[config.mk]
export PLATFORM = sky130hd
export DESIGN_NAME = yarp_lsu
export DESIGN_NICKNAME = d
export VERILOG_FILES = /design/src/rtl/yarp_pkg.sv /design/src/rtl/yarp_lsu_align.sv /design/src/rtl/yarp_lsu.sv
export SDC_FILE = /design/constraint.sdc
export NUM_CORES = 1
export LEC_CHECK = 0
export CORE_AREA = 10 10 134 148
export CTS_BUF_LIST = sky130_fd_sc_hd__clkbuf_2
export DETAILED_ROUTE_END_ITERATION = 10
export DIE_AREA = 0 0 144 158
export PLACE_DENSITY_LB_ADDON = 0.15
export SYNTH_ARGS = -nofsm -noshare
export SYNTH_HDL_FRONTEND = slang
export SYNTH_HIERARCHICAL = 1
export SYNTH_SLANG_ARGS = --single-unit
[constraint.sdc]
create_clock -name clk -period 4.7 [get_ports clk]
set_input_delay 0.94 -clock clk [delete_from_list [all_inputs] [get_ports clk]]
set_output_delay 0.94 -clock clk [all_outputs]
set_load 0.02 [all_outputs]
[src/rtl/yarp_pkg.sv]
// Shared encodings for the yarp core: memory access sizes and the LSU state machine.
package yarp_pkg;

  typedef enum logic [1:0] {
    BYTE      = 2'b00,
    HALF_WORD = 2'b01,
    WORD      = 2'b11
  } mem_size_t;

  typedef enum logic [2:0] {
    IDLE,
    LD_REQ,
    LD_DATA,
    RMW_RD,
    RMW_MERGE,
    ST_WR,
    RESP
  } lsu_state_t;

  // Misaligned halfword/word accesses and the unused size code 2'b10 are rejected.
  function automatic logic access_err(input logic [1:0] size, input logic [1:0] off);
    logic err;
    err = 1'b0;
    if (size == 2'b10) err = 1'b1;
    else if (size == HALF_WORD && off[0]) err = 1'b1;
    else if (size == WORD && off != 2'b00) err = 1'b1;
    return err;
  endfunction

endpackage

[src/rtl/yarp_lsu_align.sv]
// Lane handling for the LSU: load extraction/extension and sub-word store merge.
module yarp_lsu_align
  import yarp_pkg::*;
(
  input  logic [31:0] rd_word,
  input  logic [1:0]  off,
  input  logic [1:0]  size,
  input  logic        zero_extnd,
  input  logic [31:0] wdata,
  output logic [31:0] ld_data,
  output logic [31:0] st_word
);

  logic [7:0]  byte_lane;
  logic [15:0] half_lane;

  always_comb begin
    byte_lane = rd_word[{off, 3'b000} +: 8];
    half_lane = rd_word[{off[1], 4'b0000} +: 16];
    ld_data   = rd_word;
    case (size)
      BYTE:      ld_data = zero_extnd ? {24'b0, byte_lane} : {{24{byte_lane[7]}}, byte_lane};
      HALF_WORD: ld_data = zero_extnd ? {16'b0, half_lane} : {{16{half_lane[15]}}, half_lane};
      default:   ld_data = rd_word;
    endcase
  end

  // Halfword offsets are already known to be even, so off[1] picks the lane pair.
  always_comb begin
    st_word = rd_word;
    case (size)
      BYTE:      st_word[{off, 3'b000} +: 8]     = wdata[7:0];
      HALF_WORD: st_word[{off[1], 4'b0000} +: 16] = wdata[15:0];
      default:   st_word = wdata;
    endcase
  end

endmodule

[src/rtl/yarp_lsu.sv]
// Load/store unit: turns core loads/stores into word-wide data_mem accesses,
// doing lane extraction on loads and read-modify-write on sub-word stores.
module yarp_lsu
  import yarp_pkg::*;
(
  input  logic        clk,
  input  logic        reset_n,
  input  logic        req_valid_i,
  output logic        req_ready_o,
  input  logic        req_wr_i,
  input  logic [31:0] req_addr_i,
  input  logic [31:0] req_wdata_i,
  input  logic [1:0]  req_size_i,
  input  logic        req_zero_extnd_i,
  output logic        rsp_valid_o,
  output logic [31:0] rsp_rdata_o,
  output logic        rsp_err_o,
  output logic        data_req_o,
  output logic        data_wr_o,
  output logic [31:0] data_addr_o,
  output logic [31:0] data_wr_data_o,
  output logic [1:0]  data_byte_en_o,
  output logic        data_zero_extnd_o,
  input  logic [31:0] data_mem_rd_data_i
);

  // Handshake: a request transfers on a rising edge where req_valid_i && req_ready_o;
  // req_ready_o is high only in IDLE, so a busy unit leaves the core holding its request.
  // rsp_valid_o is a single-cycle pulse with no back-pressure.

  lsu_state_t  state;
  lsu_state_t  state_nxt;
  logic [31:0] addr_q;
  logic [31:0] wdata_q;
  logic [1:0]  size_q;
  logic        wr_q;
  logic        zext_q;
  logic        err_q;
  logic [31:0] rdata_q;
  logic [31:0] wr_word_q;
  logic [31:0] ld_data;
  logic [31:0] st_word;
  logic        accept;

  assign accept = req_valid_i && req_ready_o;

  yarp_lsu_align u_align (
    .rd_word    (data_mem_rd_data_i),
    .off        (addr_q[1:0]),
    .size       (size_q),
    .zero_extnd (zext_q),
    .wdata      (wdata_q),
    .ld_data    (ld_data),
    .st_word    (st_word)
  );

  always_ff @(posedge clk or posedge reset_n) begin
    if (reset_n) begin
      state     <= IDLE;
      addr_q    <= '0;
      wdata_q   <= '0;
      size_q    <= '0;
      wr_q      <= 1'b0;
      zext_q    <= 1'b0;
      err_q     <= 1'b0;
      rdata_q   <= '0;
      wr_word_q <= '0;
    end else begin
      state <= state_nxt;
      if (accept) begin
        addr_q    <= req_addr_i;
        wdata_q   <= req_wdata_i;
        size_q    <= req_size_i;
        wr_q      <= req_wr_i;
        zext_q    <= req_zero_extnd_i;
        err_q     <= access_err(req_size_i, req_addr_i[1:0]);
        rdata_q   <= '0;
        wr_word_q <= req_wdata_i;
      end
      if (state == LD_DATA) rdata_q <= ld_data;
      if (state == RMW_MERGE) wr_word_q <= st_word;
    end
  end

  always_comb begin
    state_nxt   = state;
    req_ready_o = 1'b0;
    rsp_valid_o = 1'b0;
    rsp_err_o   = 1'b0;
    data_req_o  = 1'b0;
    data_wr_o   = 1'b0;
    case (state)
      IDLE: begin
        req_ready_o = 1'b1;
        if (req_valid_i) begin
          if (access_err(req_size_i, req_addr_i[1:0])) state_nxt = RESP;
          else if (!req_wr_i)                           state_nxt = LD_REQ;
          else if (req_size_i == WORD)                  state_nxt = ST_WR;
          else                                          state_nxt = RMW_RD;
        end
      end
      LD_REQ: begin
        data_req_o = 1'b1;
        state_nxt  = LD_DATA;
      end
      LD_DATA:   state_nxt = RESP;
      RMW_RD: begin
        data_req_o = 1'b1;
        state_nxt  = RMW_MERGE;
      end
      RMW_MERGE: state_nxt = ST_WR;
      ST_WR: begin
        data_req_o = 1'b1;
        data_wr_o  = 1'b1;
        state_nxt  = RESP;
      end
      RESP: begin
        rsp_valid_o = 1'b1;
        rsp_err_o   = err_q;
        state_nxt   = IDLE;
      end
      default: state_nxt = IDLE;
    endcase
  end

  // Memory-side outputs come only from registered state, never from req_*.
  assign data_addr_o       = {addr_q[31:2], 2'b00};
  assign data_wr_data_o    = (state == ST_WR) ? wr_word_q : '0;
  assign data_byte_en_o    = WORD;
  assign data_zero_extnd_o = 1'b1;
  assign rsp_rdata_o       = rdata_q;

endmodule

Word-level counts from Yosys, hierarchy flattened
Cells that the tools add are included.
W data, S select, Z words.
{"block": "word_totals", "reg_bits": 135, "in_bits": 103, "elab_cells": 63}
{"block": "op_classes", "n_addsub": 2, "eq_ne": 11, "shift": 6, "muxes": 26, "n_reduce_logical": 10}
{"cell": "$mux W32", "n": 7}
{"cell": "$pmux W32 S2", "n": 2}
{"cell": "$bwmux W32", "n": 2}
{"cell": "$shift A16 B7 Y32 const A", "n": 1}
{"cell": "$shift A8 B7 Y32 const A", "n": 1}
{"cell": "$shiftx A16 B7 Y32", "n": 1}
{"cell": "$shiftx A32 B6 Y16", "n": 1}
{"cell": "$shiftx A32 B6 Y8", "n": 1}
{"cell": "$shiftx A8 B7 Y32", "n": 1}
{"cell": "$pmux W3 S5", "n": 1}
{"cell": "$neg A5 Y7", "n": 2}
{"cell": "$mux W3", "n": 4}
{"cell": "$mux W1", "n": 10}
{"cell": "$eq A3 B3 Y1 const B", "n": 3}
{"cell": "$eq A3 B2 Y1 const B", "n": 2}
{"cell": "$reduce_bool A2 Y1", "n": 3}
{"cell": "$eq A2 B1 Y1 const B", "n": 2}
{"cell": "$eq A2 B2 Y1 const B", "n": 2}
{"cell": "$eq A3 B1 Y1 const B", "n": 1}
{"cell": "$logic_and A1 B1 Y1", "n": 3}
{"cell": "$logic_not A3 Y1", "n": 1}
{"cell": "$reduce_or A3 Y1", "n": 1}
{"cell": "$logic_not A2 Y1", "n": 1}
{"cell": "$ne A2 B2 Y1 const B", "n": 1}
{"cell": "$reduce_or A2 Y1", "n": 1}

Logic depth before layout (Yosys ltp)
{"block": "logic_depth", "word_depth": 10, "mapped_depth": 9}

Modules after synthesis
The synthesis kept the hierarchy.
{"module": "yarp_lsu", "n_inst": 1, "cells_each": 601, "area_per_inst_um2": 5690.5, "seq_area_each_um2": 3378.2}
{"module": "yarp_lsu_align", "n_inst": 1, "cells_each": 262, "area_per_inst_um2": 1702.9, "seq_area_each_um2": 0.0}

Worst setup path after synthesis
No wires, ideal clock.
{"block": "synth_timing", "path_kind": "register to output", "start": "register state[2]", "end": "output data_wr_data_o[22]", "t_arrival_ns": 1.364, "slack_ns": 2.396, "path_stages_with_launch": 5, "n_path_buf": 2, "path_cell_list": "dfrtp_1 buf_2 and3_1 clkbuf_1 and2_1"}
{"block": "synth_via", "elab_chain_len": 2}
{"item": "start, declared", "line": "yarp_lsu.sv:31", "source": "lsu_state_t state;"}
{"item": "start signal, assigned", "line": "yarp_lsu.sv:69", "source": "state <= state_nxt;"}
{"item": "$eq A3 B3 Y1", "line": "yarp_lsu.sv:128", "source": "assign data_wr_data_o = (state == ST_WR) ? wr_word_q : '0;"}
{"item": "$mux W32", "line": "yarp_lsu.sv:128"}
{"item": "end, declared", "line": "yarp_lsu.sv:21", "source": "output logic [31:0] data_wr_data_o,"}
Every way passes these cells.

Worst setup path in the final report
{"block": "layout_timing", "start": "register state[0]", "end": "output data_wr_data_o[21]"}
The elaborated chain is that of the path after synthesis.

==> flow_metrics.env <==
export IMPL_gp_congestion=0.913
export IMPL_p_per_area_mw_per_mm2=662
export IMPL_async_reset_ff_share_pct=100
export IMPL_cts_buffers_inserted=17
export IMPL_rsz0062_at_grt="no"
export IMPL_hp_class="flop to flop"
export IMPL_clock_latency_ps=740
export IMPL_syn_inst=863
export IMPL_areaGrowthSynthToFinish_pct=28.4
export IMPL_synth_edff_count=0
export IMPL_finalSetupViolations=0
export IMPL_cts_tree="built"
export IMPL_dr_pass1_iters=6
export IMPL_postRouteAntennaNets=0
export IMPL_syn_area_mm2=0.00739
export IMPL_clockRootBuffer="clkbuf_2"
export IMPL_nNetsFinal=1116
export IMPL_critPathKind="flop to output port"
export IMPL_synth_area_per_cell_um2=8.57
export IMPL_reg2reg_from="size_q[1]"
export IMPL_critical_path_max_stage_delay_ps=880
export IMPL_n_fill_cell=1576
export IMPL_first_iter_violations=584
export IMPL_critical_path_top_delay_family="simple AND/OR/NAND/NOR gates"
export IMPL_yosysMostFrequentCell="nand2_1"
export IMPL_htree_levels=4
export IMPL_r2r_cells=5
export IMPL_yosysWarningCount=6
export IMPL_critPathCaptureType="output port"
export IMPL_grt_pass1_vias=6689
export IMPL_ctsResizeCount=0
export IMPL_cts_buffer_depth=2
export IMPL_die_w_um=144
export IMPL_hold_depth=2
export IMPL_ys_seq_elements=135
export IMPL_grt_usage_pct=21.4
export IMPL_grt_max_degree=90
export IMPL_holdPathEnd="wdata_q[27]"
export IMPL_drive_gt1_share_pct=6.95
export IMPL_required_ps=3760
export IMPL_start_util_pct=43.9
export IMPL_hold_viol_final=0
export IMPL_cts_hold_buf=0
export IMPL_clock_sinks=135
export IMPL_finalClockSkew_ps=24.2
export IMPL_crit_fanout=33
export IMPL_fin_setup_tns_ps=0
export IMPL_status="complete, no violations"
export IMPL_drv_cap=0
export IMPL_coreArea_mm2=0.0168
export IMPL_yosys_area_top_type_share_pct=45.7
export IMPL_r2r_end="rsp_rdata_o[12]"
export IMPL_drc=0
export IMPL_die_area_mm2=0.0228
export IMPL_yosys_top_cells_area="dfrtp_1 46%, nand2_1 15%, a22o_1 5.3%"
export IMPL_avgViaCountPerCell=5.51
export IMPL_final_cells=1230
export IMPL_worstHoldStart="wdata_q[27]"
export IMPL_crit_buf_inv=1
export IMPL_reg2reg_slack_ps=2040
export IMPL_startpoint_type="flop"
export IMPL_synth_common_cells="295 x nand2_1, 135 x dfrtp_1, 50 x o21ai_0, 45 x a22o_1, 36 x clkbuf_1"
export IMPL_dp_cells=1197
export IMPL_wirelength_um=24300
export IMPL_synthDistinctLibCells=50
export IMPL_path_cells="and3_1, and2_1, clkdlybuf4s50_1"
export IMPL_relSlewSlack_pct=33.2
export IMPL_yosys_most_used_dff="dfrtp_1"
export IMPL_antenna_found_initial=1
export IMPL_finalCritPeriodShare_pct=86.5
export IMPL_io_pins=207
export IMPL_min_period_ps=4060
export IMPL_ys_seq_area_share_pct=45.7
export IMPL_worst_pin_slew_ps=1000
export IMPL_leakage_nw=4.37
export IMPL_slew_violations=0
export IMPL_vias=6780
export IMPL_clk_pin_slew_ps=190
export IMPL_fmax_ghz=0.246
export IMPL_io_buffer_count=201
export IMPL_slowest_stage="and3_1"
export IMPL_wl_per_cell_um=19.7
export IMPL_die_h_um=158
export IMPL_overflow=0
export IMPL_synth_top_area_cell="dfrtp_1"
export IMPL_rows=50
export IMPL_cts_setup_buffers=0
export IMPL_grt_pass1_wl_um=38000
export IMPL_crit_arrival_ps=3120
export IMPL_post_dp_hpwl_um=17600
export IMPL_ir_drop_mv=0.328
==> power by group <==
group / switching (mW) / total, mW / internal, mW / leakage [nW]
combinational: 1.96 / 3.45 / 1.49 / 2.53
clock: 0.468 / 0.661 / 0.193 / 0.129
sequential: 0.491 / 2.17 / 1.68 / 1.72
total: 2.92 / 6.29 / 3.37 / 4.37
==> through the flow <==
step | hold slack [ps] | power (mW) | worst slack, ps | instance area (µm²) | utilization [%]
CTS | 508 | 6.32 | 564 | 9490 | 56.4
global route | 530 | 6.78 | 382 | 9490 | 56.4
detailed placement | 461 | 5.64 | 1420 | 9280 | 55.1
global placement | 457 | 5.62 | 1430 | 9280 | 55.1
finish | 503 | 6.29 | 636 | 9490 | 56.4
floorplan | 437 | 4.49 | 149 | 7400 | -
==> worst reg2reg max path: cells and delay by family, from the launching register on <==
kind / cells / cell delay (ps)
compound gates: 2 / 510
simple gates: 2 / 670
buf+inv: 1 / 480
flops: 1 / 920
==> worst max-delay path by stage <==
stage,endpoint,depth (start not counted),start
final,data_wr_data_o[21],3,state[0]
after global routing,data_wr_data_o[21],3,state[0]
after CTS,data_wr_data_o[21],3,state[0]
after detailed placement,data_wr_data_o[21],3,state[0]
after global placement,data_wr_data_o[21],3,state[0]
after floorplan,addr_q[0],1,reset_n
==> placed cells by master, fill, tap and decap left out, types with 3 or more instances in the layout <==
cell,count
or2_2,3
clkbuf_2,17
a22oi_1,8
nor2_1,17
a21oi_2,10
o21ai_0,50
clkinv_2,4
clkinvlp_4,3
o221ai_1,7
clkinv_4,4
nand3_1,32
and2_1,34
buf_4,11
conb_1,5
a222oi_1,8
nor2b_1,7
a211o_1,4
dfrtp_1,135
inv_1,8
a21oi_1,30
a22o_1,45
nand2b_1,7
a221o_1,16
clkdlybuf4s50_1,201
ha_1,5
mux2i_1,21
nand2_1,295
==> area by class of cell <==
type	count	area (µm²)	area share, %
clock inverters	15	131	1.38
inverters	11	46.3	0.488
well taps	208	260	2.74
repair buffers	212	2090	22.1
clock buffers	17	85.1	0.896
flip-flops and latches	135	3380	35.6
multi-input cells	631	3500	36.8
diodes	1	2.50	0.0264
==> routing by layer <==
layer  vias to the layer above  global-route usage, %  part of all wire (%)
li1                       3209                      -                     -
met1                      3250                   27.4                    41
met2                       288                   34.1                    47
met3                        33                   6.86                    10
met4                         0                   5.40                   1.7
met5                         -                      0                     0
==> flip-flops by register name, summed over array words and instances, names as in the netlist <==
register and count:
addr_q 32, state 3, zext_q 1, rsp_rdata_o 32
size_q 2, err_q 1, wdata_q 32, wr_word_q 32
==> logic make-up after synthesis <==
logic type               after synthesis  share of synthesized area (%)
multiplexers                          21                           2.84
flip-flops                           135                           45.7
AND/OR/NAND/NOR                      410                           24.5
adder cells (fa/ha/maj)                5                          0.846
buffers and inverters                100                           7.48
AO/OA/AOI/OAI                        190                           18.5
other                                  2                          0.102
(Power assumes the default switching activity.)
